<file path="src/rtl/fb_line_loader.sv">
`default_nettype none
// ============================================================================
// Module      : fb_line_loader
// Description : Turns the UART text stream into framebuffer line writes.
//               '#' restarts the frame, hex digits fill a PIXELS-wide line
//               word four pixels at a time, and '+' commits the word to the
//               line BRAM and advances the line counter.
// Revision    : 1.0 - initial release
// ============================================================================
module fb_line_loader #(
    parameter int PIXELS = 300,
    parameter int LINES  = 608,
    parameter int ADDR_W = 10
) (
    input  logic              i_CLK,
    input  logic              i_RST_N,
    input  logic              i_READY,
    input  logic [7:0]        i_DATA,
    output logic              o_WR_EN,
    output logic [ADDR_W-1:0] o_WR_ADDR,
    output logic [PIXELS-1:0] o_WR_DATA,
    output logic [ADDR_W-1:0] o_LINE,
    output logic              o_FRAME_DONE,
    output logic [7:0]        o_ERR_CNT
);

    localparam int NIBBLES = PIXELS / 4;
    localparam int IDX_W   = $clog2(NIBBLES + 1);

    localparam logic [7:0]        C_HASH     = 8'h23;
    localparam logic [7:0]        C_PLUS     = 8'h2B;
    localparam logic [7:0]        C_CR       = 8'h0D;
    localparam logic [7:0]        C_LF       = 8'h0A;
    localparam logic [ADDR_W-1:0] C_LAST     = ADDR_W'(LINES - 1);
    localparam logic [IDX_W-1:0]  C_LAST_NIB = IDX_W'(NIBBLES - 1);

    typedef enum logic [1:0] {
        S_IDLE = 2'd0,
        S_LOAD = 2'd1,
        S_FULL = 2'd2
    } state_t;

    state_t              r_state;
    logic                r_ready_prev;
    logic [PIXELS-1:0]   r_acc;
    logic [IDX_W-1:0]    r_idx;
    logic                r_wr_en;
    logic [ADDR_W-1:0]   r_wr_addr;
    logic [PIXELS-1:0]   r_wr_data;
    logic [ADDR_W-1:0]   r_line;
    logic                r_frame_done;
    logic [7:0]          r_err_cnt;

    logic                w_strobe;
    logic                w_is_hex;
    logic [3:0]          w_nib;
    logic [IDX_W+1:0]    w_base;
    logic [7:0]          w_err_inc;

    // uart_rx holds READY as a level; only its rising edge marks a new byte
    assign w_strobe  = i_READY & ~r_ready_prev;
    // Bit offset of the next nibble slot inside the line word
    assign w_base    = {r_idx, 2'b00};
    // Saturating increment for the rejected-byte counter
    assign w_err_inc = (r_err_cnt == 8'hFF) ? r_err_cnt : r_err_cnt + 8'd1;

    // Decode an ASCII hex digit into its 4-bit value
    always_comb begin
        w_is_hex = 1'b1;
        w_nib    = 4'h0;
        if (i_DATA >= 8'h30 && i_DATA <= 8'h39) begin
            w_nib = i_DATA[3:0];
        end else if ((i_DATA >= 8'h41 && i_DATA <= 8'h46) ||
                     (i_DATA >= 8'h61 && i_DATA <= 8'h66)) begin
            // 'A'/'a' have low nibble 1, so +9 maps them onto 10..15
            w_nib = i_DATA[3:0] + 4'd9;
        end else begin
            w_is_hex = 1'b0;
        end
    end

    // Register the READY level for edge detection
    always_ff @(posedge i_CLK or negedge i_RST_N) begin
        if (!i_RST_N) begin
            r_ready_prev <= 1'b0;
        end else begin
            r_ready_prev <= i_READY;
        end
    end

    // Protocol FSM: accumulate nibbles, commit lines, count rejected bytes
    always_ff @(posedge i_CLK or negedge i_RST_N) begin
        if (!i_RST_N) begin
            r_state      <= S_IDLE;
            r_acc        <= '0;
            r_idx        <= '0;
            r_wr_en      <= 1'b0;
            r_wr_addr    <= '0;
            r_wr_data    <= '0;
            r_line       <= '0;
            r_frame_done <= 1'b0;
            r_err_cnt    <= 8'd0;
        end else begin
            // Write enable and frame-done are single-cycle pulses
            r_wr_en      <= 1'b0;
            r_frame_done <= 1'b0;
            if (w_strobe) begin
                if (i_DATA == C_HASH) begin
                    // Frame restart drops any pending pixels without writing
                    r_acc   <= '0;
                    r_idx   <= '0;
                    r_line  <= '0;
                    r_state <= S_IDLE;
                end else if (i_DATA == C_PLUS) begin
                    // Unfilled nibbles are still zero, so short lines pad black
                    r_wr_en   <= 1'b1;
                    r_wr_addr <= r_line;
                    r_wr_data <= r_acc;
                    r_acc     <= '0;
                    r_idx     <= '0;
                    r_state   <= S_IDLE;
                    if (r_line == C_LAST) begin
                        r_line       <= '0;
                        r_frame_done <= 1'b1;
                    end else begin
                        r_line <= r_line + 1'b1;
                    end
                end else if (w_is_hex) begin
                    if (r_state == S_FULL) begin
                        // Line word already full: the extra digit is rejected
                        r_err_cnt <= w_err_inc;
                    end else begin
                        r_acc[w_base +: 4] <= w_nib;
                        r_idx              <= r_idx + 1'b1;
                        r_state            <= (r_idx == C_LAST_NIB) ? S_FULL : S_LOAD;
                    end
                end else if (i_DATA == C_CR || i_DATA == C_LF) begin
                    // Line endings are formatting only
                    r_state <= r_state;
                end else begin
                    r_err_cnt <= w_err_inc;
                end
            end
        end
    end

    assign o_WR_EN      = r_wr_en;
    assign o_WR_ADDR    = r_wr_addr;
    assign o_WR_DATA    = r_wr_data;
    assign o_LINE       = r_line;
    assign o_FRAME_DONE = r_frame_done;
    assign o_ERR_CNT    = r_err_cnt;

endmodule
`default_nettype wire

</file>
<file path="config.mk">
export PLATFORM = sky130hd
export DESIGN_NAME = fb_line_loader
export DESIGN_NICKNAME = d
export VERILOG_FILES = /design/src/rtl/fb_line_loader.sv
export SDC_FILE = /design/constraint.sdc
export NUM_CORES = 1
export LEC_CHECK = 0
export ABC_CLOCK_PERIOD_IN_PS = 3900
export CAP_MARGIN = 10
export CORE_MARGIN = 8
export CORE_UTILIZATION = 35
export DETAILED_ROUTE_END_ITERATION = 7
export PLACE_DENSITY = 0.64
export SETUP_SLACK_MARGIN = 0.4
export SLEW_MARGIN = 15
export SYNTH_ARGS = -nofsm -noshare
export SYNTH_HDL_FRONTEND = slang
export SYNTH_SLANG_ARGS = --single-unit
</file>
<file path="constraint.sdc">
create_clock -name i_CLK -period 3.9 [get_ports i_CLK]
set_input_delay 0.975 -clock i_CLK [delete_from_list [all_inputs] [get_ports i_CLK]]
set_output_delay 0.975 -clock i_CLK [all_outputs]
set_load 0.005 [all_outputs]
</file>
==> flow_summary.yaml, run 1 <==
timing:
  fin_crit_sh_pct: 83.3
  max_slew_margin_pct: 19.0
  fin_worst_skew_ns: 0.0421
  final_hold_viol_count: 0
  layout_min_cycle_time_ns: 3.25
  grt_setup_unrepaired: "false"
  fmax_mhz: 308
  tightest_slew_ns: 1.22
  setup_tns_ns: 0
  setup-violations-final: 0
  drv_slew: 0
synthesis:
  yosysTopAreaCellShare_pct: 59.6
  ys_seq_area_share_pct: 59.6
  syn_area_sq_mm: 0.0269
  syn_area_per_cell_sq_um: 10.1
  synth.distinct_cells: 83
  synthTopCellsByArea: "dfrtp_1 (60%), nand2_1 (17%), mux2i_1 (9.4%), clkbuf_1 (1.6%), nand4_1 (1.3%)"
  yosys-top-cells-count: "nand2_1 (1186), dfrtp_1 (640), mux2i_1 (252)"
  synthArstFlopShare_pct: 100
  ys.warnings.count: 0
  synth_edf_count: 0
  synth.most_common_cell: "nand2_1"
  synth_top_area_cell: "dfrtp_1"
  syn_nets: 2685
  postSynthCellCount: 2662
  synth_ff_type: "dfrtp_1"
  ys_ff_latch: 640
setup_path:
  cp-end-kind: "register"
  worstPathMaxFanout: 16
  cp.required_ns: 4.42
  slowest_delay_ns: 0.92
  r2r-start: "r_idx[0]"
  crit_type: "register to register"
  worstRegToRegCells: 8
  cp-start-kind: "register"
  slowest_stage: "o21ai_2"
  path_cells: "inv_1 -> ha_1 -> buf_4 -> o21a_1 -> o2bb2a_1 -> o21ai_2 -> nand4_1 -> mux2i_1"
  crit_start: "r_idx[0]"
  worstPathArrival_ns: 3.77
clocking:
  cts_tree: "done"
  htree_levels: 3
  numCtsBuffers: 72
  hold_buffers: 0
  cts_resized: 0
  clock-sinks: 640
  post-cts-setup-buffers: 0
  ctsRootBufferMaster: "clkbuf_16"
  clock_latency_ns: 0.63
  clkTransAtPathRegs_ns: 0.07
  clk_path_buf_depth: 3
detailed_routing:
  routed_wl_microns: 87700
  ant_nets: 0
  via_per_inst: 4.97
  drc: 0
  wire_per_inst_microns: 21.3
  vias: 20500
  firstDrtPassIters: 5
  drtIter0Drc: 1581
die:
  die_x_microns: 293
  dieArea_sq_mm: 0.0859
  die_y_microns: 293
  num_io_pins: 341
  start_util_pct: 35.4
  core_sq_mm: 0.0759
  rows: 101
placement:
  globalplace.congestion: 0.852
  place_area_sq_mm: 0.0322
  portBuffers: 340
  dpl.hpwl_microns: 61200
pwr:
  power_density_mw_per_mm2: 450
  leakage_nw: 17.5
  max-vdd-ir-drop_uv: 310
layout:
  ff_latch_area_sq_mm: 0.0160
  fillers: 7114
  multi_input_area_sq_mm: 0.0102
  drive_above_1_share_pct: 9.53
  diodes: 0
  utilization_pct: 45.6
  area_growth_pct: 28.9
  nNetsFinal: 3056
  stdcell_area_sq_mm: 0.0346
grt:
  grt_max_degree: 81
  globalRouteOverflowTotal: 0
  grt_use_total_pct: 20.0
  grt_pass1_vias: 20800
  grt_pass1_wl_microns: 133000
  antenna_found_initial: 2
run_status:
  status: "completed"
min_path:
  hp-class: "input port to async pin"
job:
  cap_violations: 0
-- per-stage QoR --
| step | total power, mW | setup WS [ns] | std cells | hold slack, ns |
|---|---|---|---|---|
| after CTS | 15.7 | 0.695 | 4116 | 0.407 |
| after floorplan | 7.81 | 0.998 | 2662 | 0.433 |
| after global placement | 8.73 | 0.163 | 3989 | 0.446 |
| after global routing | 16.1 | 0.495 | 4116 | 0.438 |
| final | 15.6 | 0.652 | 4116 | 0.422 |
| after detailed placement | 8.74 | 0.160 | 3989 | 0.448 |
-- final cells by class --
| class | instances | area share [%] |
|---|---|---|
| well taps | 1030 | 3.72 |
| inverters | 6 | 0.0867 |
| multi-input cells | 1859 | 29.5 |
| clock buffers | 104 | 6.07 |
| repair buffers | 454 | 13.5 |
| flip-flops and latches | 640 | 46.3 |
| clock inverters | 23 | 0.849 |
-- layer usage --
layer	up-vias	global-route usage (%)	share of wire, %
li1	9556	-	-
met1	10200	26.9	44
met2	576	31.8	46
met3	117	5.37	7.3
met4	4	5.33	2.4
met5	-	0	0.031
-- worst max-delay path: cells and delay by family, from the launching register on --
kind	cells	cell delay (ns)
flops	1	0.38
fa+ha+maj	1	0.22
buf+inv	2	0.35
compound gates	3	1.35
simple gates	1	0.53
mux	1	0.29
-- registers in the layout, indices dropped and copies added, names as in the netlist --
register,count
r_ready_prev,1
o_WR_EN,1
o_FRAME_DONE,1
o_LINE,10
r_idx,7
o_WR_DATA,300
r_acc,300
o_ERR_CNT,8
o_WR_ADDR,10
r_state,2
-- power by group --
group / internal [mW] / switching [mW] / leakage (nW) / total, mW
Clock: 4.10 / 2.83 / 1.18 / 6.93
Combinational: 0.466 / 1.43 / 7.39 / 1.89
Sequential: 6.69 / 0.0663 / 8.93 / 6.75
-- cell families after synthesis --
| group | after synthesis | share of synthesized area, % |
|---|---|---|
| adders and majority gates | 12 | 0.559 |
| xor gates and xnor gates | 15 | 0.489 |
| AOI/OAI and AO/OA | 149 | 4.56 |
| and+or+nand+nor | 1409 | 21.9 |
| DFF | 640 | 59.6 |
| buffers and inverters | 163 | 2.52 |
| muxes | 274 | 10.3 |
-- layout by cell type, fill, tap and decap left out, types with 31 or more instances in the layout --
cell type and count:
nand2_1 1185, dfrtp_1 640, clkdlybuf4s50_1 339, mux2i_1 252, buf_4 82, clkbuf_16 73, nand4_1 55, nor2_1 35
buf_12 32, nand3_1 31
-- path summary, 6_finish.rpt --
check,end,slack [ns]
worst max register to register,r_acc[217],0.65
worst max-delay path,r_acc[217],0.65
worst min-delay path,o_WR_DATA[48],0.42
min in group i_CLK,o_WR_DATA[278],0.46
worst min register to register,o_WR_DATA[278],0.46
max in group asynchronous,r_acc[276],2.40
No activity file was read; power rests on OpenSTA's default activity.
==> inputs of run 2 (changes only) <==
Settings changed: ABC_CLOCK_PERIOD_IN_PS 3900 to 2750, PLACE_DENSITY 0.64 to 0.66.
Clock period 3.9 ns to 2.75 ns, I/O delays scaled along.
==> flow_summary.yaml, run 2 (synthesis results as in run 1) <==
grt:
  globalRouteOverflowTotal: 0
  top_usage_layer: "met2"
  grt_max_degree: 78
  grt_use_total_pct: 20.0
  grt_util_met3_pct: 5.06
  globalRouteMet1Util_pct: 26.4
  grtUsageMet2_pct: 31.8
  grt_pass1_wl_microns: 133000
  grt_pass1_vias: 21500
  antenna_found_initial: 2
job:
  cap_violations: 0
layout:
  stdcell_area_sq_mm: 0.0368
  layoutNonFillerInstCount: 4292
  diodes: 0
  layout_commonest_cell: "nand2_1"
  nNetsFinal: 3233
  fillers: 6956
  drive_above_1_share_pct: 16.3
  utilization_pct: 48.4
  final_cell_mix: "nand2_1 (1180), dfrtp_1 (636), clkdlybuf4s50_1 (327), mux2i_1 (252), buf_4 (214)"
  area_growth_pct: 37.0
clocking:
  htree_levels: 3
  clkTransAtPathRegs_ns: 0.06
  ctsRootBufferMaster: "clkbuf_16"
  hold_buffers: 0
  clock_latency_ns: 0.61
  clock-sinks: 640
  cts_tree: "done"
  clk_path_buf_depth: 3
  numCtsBuffers: 70
pwr:
  p_sw_mw: 6.21
  max-vdd-ir-drop_uv: 381
  p_seq_share_pct: 42.7
  switching_share_pct: 27.8
  power_frac_comb_pct: 15.5
  pwr-share-clk_pct: 41.8
  intPower_mw: 16.2
  power_density_mw_per_mm2: 609
  total_power_mw: 22.4
  leakage_nw: 18.7
run_status:
  status: "completed"
detailed_routing:
  vias: 21200
  drtIter0Drc: 1381
  firstDrtPassIters: 5
  ant_nets: 0
  drc: 0
  via_per_inst: 4.94
  routed_wl_microns: 88100
  wire_per_inst_microns: 20.5
die:
  die_x_microns: 293
  dieArea_sq_mm: 0.0859
  core_sq_mm: 0.0759
  num_io_pins: 341
  die_y_microns: 293
  rows: 101
  start_util_pct: 35.4
placement:
  dp_slack_ns: -0.541
  dp.cells: 4124
  globalplace.congestion: 0.895
  dpl.hpwl_microns: 62200
  place_area_sq_mm: 0.0338
  portBuffers: 340
setup_path:
  crit_type: "register to register"
  cp.required_ns: 3.24
  cp-end-kind: "register"
  worstPathArrival_ns: 2.86
  worstPathMaxFanout: 8
  cp-start-kind: "register"
timing:
  fmax_mhz: 422
  setup-violations-final: 0
  tightest_slew_ns: 0.630
  whs_ns: 0.0383
  layout_min_cycle_time_ns: 2.37
  fin_worst_skew_ns: 0.0206
  drv_slew: 0
  final_hold_viol_count: 0
  grt_setup_unrepaired: "true"
  setup_tns_ns: 0
  max_slew_margin_pct: 57.9
  layout_setup_ws_ns: 0.379
  fin_crit_sh_pct: 86.2
min_path:
  hp-class: "input port to async pin"
[run 2: changes by cell type in the layout (fill, tap and decap cells not counted), sizes merged]
cell	change
nor2	+1
bufinv	-3
dlymetal6s2s	+5
inv	-3
clkbuf	+7
dlygate4sd2	+6
clkdlybuf4s15	+1
clkdlybuf4s50	-12
clkinvlp	-2
buf	+176
[run 2: area by class of cell]
type	instances	area, sq um	area share [%]
Clock inverter	15	163	0.442
Sequential cell	640	16000	43.5
Timing Repair Buffer	632	6490	17.7
Multi-Input combinational cell	1860	10700	29.0
Inverter	6	55.1	0.150
Clock buffer	109	2110	5.74
Tap cell	1030	1290	3.50
[run 2: power by group through the flow]
stage	combinational [mW]	sequential [mW]	clock, mW
after floorplan	1.50	9.72	0
after global placement	2.92	9.73	0
after detailed placement	2.93	9.73	0
after CTS	3.20	9.57	9.57
after global routing	3.66	9.57	9.97
final	3.47	9.57	9.35
[run 2: path summary, 6_finish.rpt]
| path | endpoint | cells past startpoint | slack (ns) | from |
|---|---|---|---|---|
| worst max-delay path | r_acc[13] | 7 | 0.38 | r_idx[0] |
| max in group asynchronous | o_WR_DATA[296] | 2 | 1.87 | i_RST_N |
| worst min register to register | o_WR_DATA[232] | 2 | 0.46 | r_acc[232] |
| worst max register to register | r_acc[13] | 7 | 0.38 | r_idx[0] |
| worst min-delay path | r_acc[54] | 1 | 0.04 | i_RST_N |
| min in group i_CLK | o_WR_DATA[232] | 2 | 0.46 | r_acc[232] |
[run 2: repair_timing]
| item | CTS | global route |
|---|---|---|
| buffers inserted | 16 | 25 |
| gates cloned | 1 | 2 |
| resized for setup | 46 | 47 |
| pin swaps | 13 | 16 |
| endpoints found under the setup margin | 582 | 189 |
[run 2: per-layer routing]
layer | share of wire [%] | wire (microns)
met5 | 0.014 | 12
met4 | 3.4 | 3010
met3 | 7.4 | 6520
met2 | 46 | 40800
met1 | 43 | 37800
[run 2: worst max-delay path, stage by stage, from the launching register on]
cell      delay [ns]
dfrtp_1         0.40
clkinv_4        0.08
ha_4            0.20
buf_4           0.16
xnor2_4         0.30
nand2_2         0.28
o41a_4          0.58
a22o_1          0.24
